--- src/rtl/sram_port_arbiter.sv ---
// sram_port_arbiter: shares one single-port SRAM among NREQ requesters with fixed 3-cycle accesses.
// Arbitration is round-robin by default; define SRAM_ARB_FIXED_PRIO_EN for lowest-index-wins priority.
module sram_port_arbiter #(
    parameter int NREQ = 3,
    parameter int AW   = 8,
    parameter int DW   = 32
) (
    input  logic                 wb_clk_i,
    input  logic                 wb_rst_i,
    input  logic [2*NREQ-1:0]    req_op,
    input  logic [AW*NREQ-1:0]   req_addr,
    input  logic [DW*NREQ-1:0]   req_wdata,
    output logic [NREQ-1:0]      req_done,
    output logic [DW-1:0]        rdata,
    output logic [NREQ-1:0]      grant,
    output logic                 sram_en,
    output logic [3:0]           sram_we,
    output logic [AW-1:0]        sram_addr,
    output logic [DW-1:0]        sram_di,
    input  logic [DW-1:0]        sram_do,
    output logic                 busy
);
    localparam int IW = (NREQ > 1) ? $clog2(NREQ) : 1;

    typedef enum logic [1:0] {IDLE, ACCESS, DONE} state_t;

    state_t          state_q, state_d;
    logic [IW-1:0]   sel_q, sel_d, start, pick;
    logic            rd_q, rd_d, en_q, en_d, found;
    logic [3:0]      we_q, we_d;
    logic [AW-1:0]   addr_q, addr_d;
    logic [DW-1:0]   di_q, di_d, rdata_q, rdata_d;
    logic [NREQ-1:0] done_q, done_d, grant_q, grant_d;

`ifdef SRAM_ARB_FIXED_PRIO_EN
    assign start = '0;
`else
    logic [IW-1:0] last_q, last_d;
    assign start  = (last_q == IW'(NREQ-1)) ? '0 : last_q + 1'b1;
    assign last_d = (state_q == IDLE && found) ? pick : last_q;
    // Remember the most recent winner so the next scan starts just after it
    always_ff @(posedge wb_clk_i or posedge wb_rst_i)
        if (wb_rst_i) last_q <= IW'(NREQ-1);
        else          last_q <= last_d;
`endif

    // Pick the first requester with a read/write op, scanning upward from start
    always_comb begin
        found = 1'b0;
        pick  = '0;
        for (int k = 0; k < NREQ; k++)
            if (!found && req_op[2*((int'(start) + k) % NREQ)]) begin
                found = 1'b1;
                pick  = IW'((int'(start) + k) % NREQ);
            end
    end

    // Next-state and registered outputs for the IDLE -> ACCESS -> DONE sequence
    always_comb begin
        state_d = state_q;
        sel_d   = sel_q;
        rd_d    = rd_q;
        en_d    = en_q;
        we_d    = we_q;
        addr_d  = addr_q;
        di_d    = di_q;
        rdata_d = rdata_q;
        done_d  = done_q;
        grant_d = grant_q;
        case (state_q)
            IDLE: if (found) begin
                state_d = ACCESS;
                sel_d   = pick;
                rd_d    = ~req_op[2*int'(pick)+1];
                en_d    = 1'b1;
                we_d    = {4{req_op[2*int'(pick)+1]}};
                addr_d  = req_addr[AW*int'(pick) +: AW];
                di_d    = req_wdata[DW*int'(pick) +: DW];
                grant_d = NREQ'(1) << pick;
            end
            ACCESS: begin
                state_d = DONE;
                en_d    = 1'b0;
                we_d    = 4'b0000;
                rdata_d = rd_q ? sram_do : rdata_q;
                done_d  = NREQ'(1) << sel_q;
            end
            default: begin
                state_d = IDLE;
                done_d  = '0;
                grant_d = '0;
            end
        endcase
    end

    // State and output registers
    always_ff @(posedge wb_clk_i or posedge wb_rst_i)
        if (wb_rst_i) begin
            state_q <= IDLE;
            sel_q   <= '0;
            rd_q    <= 1'b0;
            en_q    <= 1'b0;
            we_q    <= 4'b0000;
            addr_q  <= '0;
            di_q    <= '0;
            rdata_q <= '0;
            done_q  <= '0;
            grant_q <= '0;
        end else begin
            state_q <= state_d;
            sel_q   <= sel_d;
            rd_q    <= rd_d;
            en_q    <= en_d;
            we_q    <= we_d;
            addr_q  <= addr_d;
            di_q    <= di_d;
            rdata_q <= rdata_d;
            done_q  <= done_d;
            grant_q <= grant_d;
        end

    assign req_done  = done_q;
    assign rdata     = rdata_q;
    assign grant     = grant_q;
    assign sram_en   = en_q;
    assign sram_we   = we_q;
    assign sram_addr = addr_q;
    assign sram_di   = di_q;
    assign busy      = state_q != IDLE;
endmodule

--- config.mk ---
export PLATFORM = sky130hd
export DESIGN_NAME = sram_port_arbiter
export DESIGN_NICKNAME = d
export VERILOG_FILES = /design/src/rtl/sram_port_arbiter.sv
export SDC_FILE = /design/constraint.sdc
export NUM_CORES = 1
export LEC_CHECK = 0
export BUFFER_PORTS_ARGS = -buffer_cell sky130_fd_sc_hd__clkbuf_2
export CORE_ASPECT_RATIO = 1.75
export CORE_MARGIN = 5
export CORE_UTILIZATION = 40
export CTS_BUF_LIST = sky130_fd_sc_hd__clkbuf_2 sky130_fd_sc_hd__clkbuf_4 sky130_fd_sc_hd__clkbuf_8
export CTS_CLUSTER_SIZE = 16
export DETAILED_ROUTE_END_ITERATION = 12
export PLACE_DENSITY = 0.78
export SLEW_MARGIN = 20
export SYNTH_ARGS = -nofsm -noshare
export SYNTH_HDL_FRONTEND = slang
export SYNTH_SLANG_ARGS = --single-unit
--- constraint.sdc ---
create_clock -name wb_clk_i -period 2.53 [get_ports wb_clk_i]
set_input_delay 0.506 -clock wb_clk_i [delete_from_list [all_inputs] [get_ports wb_clk_i]]
set_output_delay 0.506 -clock wb_clk_i [all_outputs]
set_load 0.01 [all_outputs]
### Word level (Yosys, flattened, before mapping)

Index checks and enable logic that the tools add are counted.

* add/subtract/negate cells: 4
* divide/modulo/power cells: 3
* $lt $le $gt $ge: 4
* equality and inequality tests: 3
* shift operators: 4
* multiplexer cells: 28
* bitwise logic cells: 2
* reductions and logical operators: 12

Operator list (count)
* $lt A32 B5 Y1 const B: 3
* $shiftx A96 B8 Y32: 1
* $mod A32 B3 Y32 const B: 2
* $mod A3 B3 Y32 const B: 1
* $shiftx A24 B6 Y8: 1
* $mux W1: 12
* $pmux W3 S2: 2
* $mux W2: 5
* $pmux W4 S2: 1
* $reduce_and A2 Y1: 4
* $bmux W1 S2: 3
* $shl A1 B2 Y3 const A: 2
* $add A3 B1 Y4 const B: 1
* $lt A4 B4 Y1 const B: 1
* $mux W4: 1
* $pmux W2 S2: 1
* $reduce_bool A2 Y1: 2
* $add A2 B1 Y3 const B: 1
* $add A2 B2 Y3 const B: 1
* $bmux W1 S3: 1
* $logic_and A1 B1 Y1: 3
* $mux W3: 1
* $add A2 B1 Y2 const B: 1
* $eq A2 B1 Y1 const B: 1
* 6 further kinds: 8

* register bits: 90
* bits of input ports: 160

### Depth between registers and ports, before layout

* depth after elaboration: 19
* depth in mapped cells: 6
* depth with buffers taken out: 4

### Worst setup path after synthesis

OpenSTA, ideal clock, no wires.

* path kind: input port to flip-flop
* start: input req_op[0]
* end: register addr_q[7] (netlist: sram_addr[7])
* library setup time: 0.076 ns
* arrival: 1.422 ns
* required time: 2.454 ns
* path slack: 1.032 ns
* stages: 5
* path buffers: 1
* cell sequence: or3_1 nand2_1 clkbuf_1 a32oi_1 o21ai_1

* word-level cells in the longest chain between the ends: 11
* elaborated cells on any way between the ends: 21

Ends and longest elaborated chain
* start: declaration: line 10 `input logic [2*NREQ-1:0] req_op,`
* $bmux W1 S2: line 52 `if (!found && req_op[2*((int'(start) + k) % NREQ)]) begin`
* $mux W1 (not written as such) (2 in a row): line 52
* $mux W1: line 52
* $logic_not A1 Y1: line 52
* $logic_and A1 B1 Y1: line 52
* $mux W1: line 52
* $logic_not A1 Y1: line 52
* $logic_and A1 B1 Y1: line 52
* $mux W2 or $mux W1 (tied branches): line 52
* $shiftx A24 B6 Y8 or $reduce_and A2 Y1 (tied branches)
* end signal: assignment: line 115 `addr_q <= addr_d;`
* end: declaration: line 31 `logic [AW-1:0] addr_q, addr_d;`

Several ways; a longest one is shown, not always the timed one. The select of a mux whose other input is x is not followed.
A chain may end at the register's enable or synchronous reset.

### Worst setup path after layout

* start: register state_q[1]
* end: output busy

* word-level cells in the longest chain between the ends: 1

Ends and longest elaborated chain
* start: declaration: line 27 `state_t state_q, state_d;`
* start signal: assignment: line 110 `state_q <= state_d;`
* $reduce_bool A2 Y1: line 129 `assign busy = state_q != IDLE;`
* end: declaration: line 21 `output logic busy`

Every way passes these cells.

==> results by stage <==
CTS:
- The maximum number of buffers from clock root to sink is 2.
- The TritonCTS clock tree is built.
- Clock-pin slew was measured on the worst setup and hold paths at 90 ps.
- The buffer type at the clock tree root is sky130_fd_sc_hd__clkbuf_8.
- For the worst-skew pair, the clock arrives at the later sink with an insertion delay of 350 ps.
- After clock tree synthesis, the repair step resized 0 gates.
- The number of CTS-inserted buffers is 9.
- The total clock sinks is 86.
- The number of hold buffers added after CTS was 0.
- After clock tree synthesis, the setup repair step added 0 buffers.
- In this run the number of H-tree levels came out at 3.

Route:
- The first routing iteration left 97 violations.
- The final wirelength is around 12 mm.
- The remaining antenna violation count after routing is 0.
- The final routed DRC violation total is 0.
- The count of TritonRoute iterations in the first routing pass is 4.
- The routed length per placed instance is about 17 um.
- The ratio of routed vias to standard cells is 5.266.
- Detailed routing inserted a total of between 3k and 4k vias.

Worst setup path:
- Traced cell by cell, the critical path runs through nor2_1 > clkinv_1 > clkbuf_2.
- The critical path arrival is roughly 1400 ps.
- For the worst setup path, the data required time is approximately 2000 ps.
- STA classifies the critical path startpoint as a flip-flop.
- The largest stage delay on the critical path is 460 ps.
- The endpoint kind of the worst setup timing path is a primary output.
- The standard cell with the maximum stage delay on the critical path is sky130_fd_sc_hd__dfrtp_1.
- The worst setup path startpoint is state_q[1].
- In this run the critical register-to-register path is captured at rd_q.
- The timing endpoint of the critical path is busy.
- The number of cell instances on the worst register-to-register path is 5.
- In this run the critical register-to-register path is launched from last_q[1].
- Across all register-to-register paths, the minimum setup slack is 700 ps.
- The critical path's top delay family is flip-flops.
- The critical path is of the flip-flop to primary output type.
- The maximum fanout encountered on the critical timing path is 6.
- The number of stages on the worst setup path is 3.
- Counting both buffers and inverters, the worst setup path holds a total of 2.

Placed design:
- The routability congestion estimate from global placement is 0.8447.
- The total of buffers placed on input and output ports is 243.
- The placed wire-length estimate after detailed placement is between 9 and 10 mm.
- Before CTS, the worst setup slack after placement is 535.7 ps.

Timing:
- The hold violation total from the final report is 0.
- At the pin with the least slew margin, the transition time is 489.5 ps.
- Clock skew on the completed layout was measured at 13.38 ps.
- The number of pins exceeding their max-slew limit in the final report came to 0.
- Dividing the final minimum period by the clock period gives 0.7529.
- Setup repair after global routing left no endpoint under its margin.
- Subtracting the final worst setup slack from the clock period gives about 1900 ps.
- Derived from the worst setup path, the maximum achievable clock frequency is 525.0 MHz.
- The setup-violating endpoint count in the final report is 0.
- The setup slack of the critical path after layout is 625.2 ps.
- The max-slew headroom at the worst pin is 0.6736.
- The final total negative setup slack is 0 ps.

Die:
- The floorplan step set the die height to 141.5 um.
- The total I/O pin count is about 240.
- The floorplan step defined a die boundary enclosing between 0.01 and 0.015 mm^2.
- The horizontal die dimension is 85.15 um.
- For this configuration, the core starts out at a cell density of 0.4038.
- The region available for standard cell placement spans 0.009789 mm^2.
- The total number of placement rows is 48.

Logic synthesis:
- The fraction of the mapped netlist area in compound gates is 0.1678.
- The count of yosys warnings during synthesis is 0.
- The adder and majority cell fraction of the synthesized area is 0.
- The combinational family with the most area after synthesis is multiplexers.
- The netlist area before placement is 0.003953 mm^2.
- The portion of synthesized area spent on multiplexers is 0.1950.
- The sequential fraction of the synthesis area is 0.5448.
- The synthesis-stage register bit count is 86.
- The simple logic cell fraction of the synthesized area is 0.03514.
- Each instance of the synthesized netlist takes up on average 12.47 um^2.
- Of the total synthesized cell area, the portion taken by XOR and XNOR cells is 0.
- The number of distinct library cells after synthesis is 34.
- Synthesis produced a netlist with a net count of approximately 480.
- The gate count of the mapped netlist is 317.

Pwr:
- The internal portion of the total power is 3.932 mW.
- The static power due to leakage is about 2.9 nW.
- The analysis attributes to net switching a power of 2.651 mW.
- The clock share of power is 0.147.
- Dividing total power by cell area gives a power density of roughly 1200 mW/mm^2.
- The overall power of the completed layout is 6.583 mW.
- Of the total power, the share spent switching nets is 0.4027.
- Of the total power, registers draw 0.377.
- The maximum ir drop on the vdd rail is 0.5214 mV.
- The proportion of power drawn by combinational gates is 0.476.

Finish:
- The library cells used most frequently in the layout, excluding fill and tap cells, are sky130_fd_sc_hd__clkbuf_2 (243), sky130_fd_sc_hd__dfrtp_1 (85), sky130_fd_sc_hd__mux2i_1 (41), sky130_fd_sc_hd__a32oi_1 (41), sky130_fd_sc_hd__o21ai_1 (39).
- The repair_antennas step left the layout with diodes totalling 0.
- Of the cells placed in the final design, the portion with a size suffix greater than 1 is 0.5342.
- The commonest non-fill, non-tap cell in the layout is sky130_fd_sc_hd__clkbuf_2.
- The final layout net count is 711.
- The area added between synthesis and finish is 38.08%.

Global routing:
- After global routing the overflow that remains totals 0.
- The first global-routing pass estimated roughly 19 mm of wire.
- The number of global-route vias before repair is 3889.
- The most utilized layer in the global route result is met2.
- The pin count of the biggest net entering global routing is 50.
- The met2 global-route usage is 0.3529.
- In the global route stage, met1 resource usage came out at 0.2139.
- For this run, global-route usage on met3 was measured as 0.04881.
- The total global routing track utilization is 0.1928.
- The number of antenna violations at the first check in global routing is 0.

Flow run:
- Across the run, the number of max-cap violations was 0.

Status:
- The flow ran to the end, and the final reports show no timing, DRC or antenna violations.

Worst hold path:
- The tightest min-delay check is of the input pin to asynchronous set/reset pin type.
[per-stage QoR]
step / hold slack, ps / std cells / area [um^2] / util
2_1_floorplan: 464.3 / 317 / 3956 / -
3_3_place_gp: 465.7 / 665 / 5256 / 0.5369
3_5_place_dp: 472.2 / 665 / 5256 / 0.5369
4_1_cts: 143.5 / 681 / 5458 / 0.5575
5_1_grt: 157.4 / 681 / 5458 / 0.5575
6_report: 149.6 / 681 / 5458 / 0.5575
[power groups by stage]
stage	logic, mW	clock network, mW	registers, mW
6_report	3.13	0.969	2.48
3_3_place_gp	3.07	0	2.47
4_1_cts	3.19	1.01	2.49
2_1_floorplan	1.73	0	2.75
3_5_place_dp	3.19	0	2.51
5_1_grt	3.44	1.06	2.58
[synth_stat cells]
library cell / instances / area, um^2
sky130_fd_sc_hd__dfrtp_1: 85 / 2127
sky130_fd_sc_hd__a32oi_1: 41 / 359.1
sky130_fd_sc_hd__mux2i_1: 41 / 410.4
sky130_fd_sc_hd__o21ai_1: 39 / 195.2
sky130_fd_sc_hd__mux2_2: 19 / 214.0
sky130_fd_sc_hd__mux2_1: 13 / 146.4
sky130_fd_sc_hd__nand2_1: 13 / 48.80
sky130_fd_sc_hd__buf_6: 9 / 101.4
sky130_fd_sc_hd__clkbuf_1: 8 / 30.03
sky130_fd_sc_hd__buf_2: 7 / 35.03
sky130_fd_sc_hd__nor2_1: 6 / 22.52
sky130_fd_sc_hd__buf_4: 5 / 37.54
sky130_fd_sc_hd__a21oi_1: 4 / 20.02
sky130_fd_sc_hd__inv_1: 4 / 15.01
sky130_fd_sc_hd__o21ai_0: 4 / 20.02
sky130_fd_sc_hd__a211o_4: 1 / 17.52
sky130_fd_sc_hd__a211oi_1: 1 / 7.510
sky130_fd_sc_hd__a221o_1: 1 / 10.01
sky130_fd_sc_hd__a22o_1: 1 / 8.760
sky130_fd_sc_hd__a31oi_1: 1 / 6.260
sky130_fd_sc_hd__and2_1: 1 / 6.260
sky130_fd_sc_hd__and3b_1: 1 / 8.760
sky130_fd_sc_hd__clkinv_1: 1 / 3.750
sky130_fd_sc_hd__dfstp_2: 1 / 26.28
sky130_fd_sc_hd__inv_2: 1 / 3.750
sky130_fd_sc_hd__nand2b_1: 1 / 6.260
sky130_fd_sc_hd__nand3b_1: 1 / 7.510
sky130_fd_sc_hd__nor2_2: 1 / 6.260
sky130_fd_sc_hd__nor2b_4: 1 / 13.76
sky130_fd_sc_hd__nor3_1: 1 / 5.000
sky130_fd_sc_hd__nor3b_1: 1 / 7.510
sky130_fd_sc_hd__o22ai_1: 1 / 6.260
sky130_fd_sc_hd__o22ai_2: 1 / 12.51
sky130_fd_sc_hd__or3_1: 1 / 6.260
[worst min path at each step]
stage	startpoint	end	slack, ps	cells after the start
after detailed placement	grant[2]	grant[2]	470	2
after global placement	grant[1]	grant[1]	470	2
after CTS	wb_rst_i	sram_di[7]	140	2
after floorplan	last_q[1]	last_q[1]	460	2
after global routing	wb_rst_i	sram_di[7]	160	2
final	wb_rst_i	sram_di[7]	150	2
[routing by layer]
layer / up-vias / share of wire
met2: 177 / 0.55
met1: 1726 / 0.36
met3: 18 / 0.070
met5: - / 0
met4: 0 / 0.018
li1: 1665 / -
[state kept, by name, indices dropped and copies added (netlist names)]
register   flops
sram_di       32
rd_q           1
grant          3
sel_q          1
last_q         2
state_q        2
sram_en        1
rdata         32
sram_addr      8
sram_we        1
req_done       3
[cell families (layout without fill, tap and decap cells)]
family	Yosys count	after routing
compound gates	95	95
mux	73	73
simple gates	28	28
buf+inv	35	274
flops	86	86
[worst register-to-register path, delay by kind of cell, from the launching register on]
kind	cells	cell delay [ps]
and+or+nand+nor	1	90
DFF	1	590
buffers and inverters	1	310
AOI/OAI and AO/OA	2	530
muxes	1	200
[final cells by class]
cell class / instances / area [um^2]
fillers: 881 / 4332
flip-flops and latches: 86 / 2153
multi-input cells: 196 / 1599
repair buffers: 252 / 1321
well taps: 125 / 156.4
clock buffers: 10 / 131.4
clock inverters: 6 / 70.07
inverters: 6 / 26.28
Note: power is estimated with default switching activity, not from simulation.
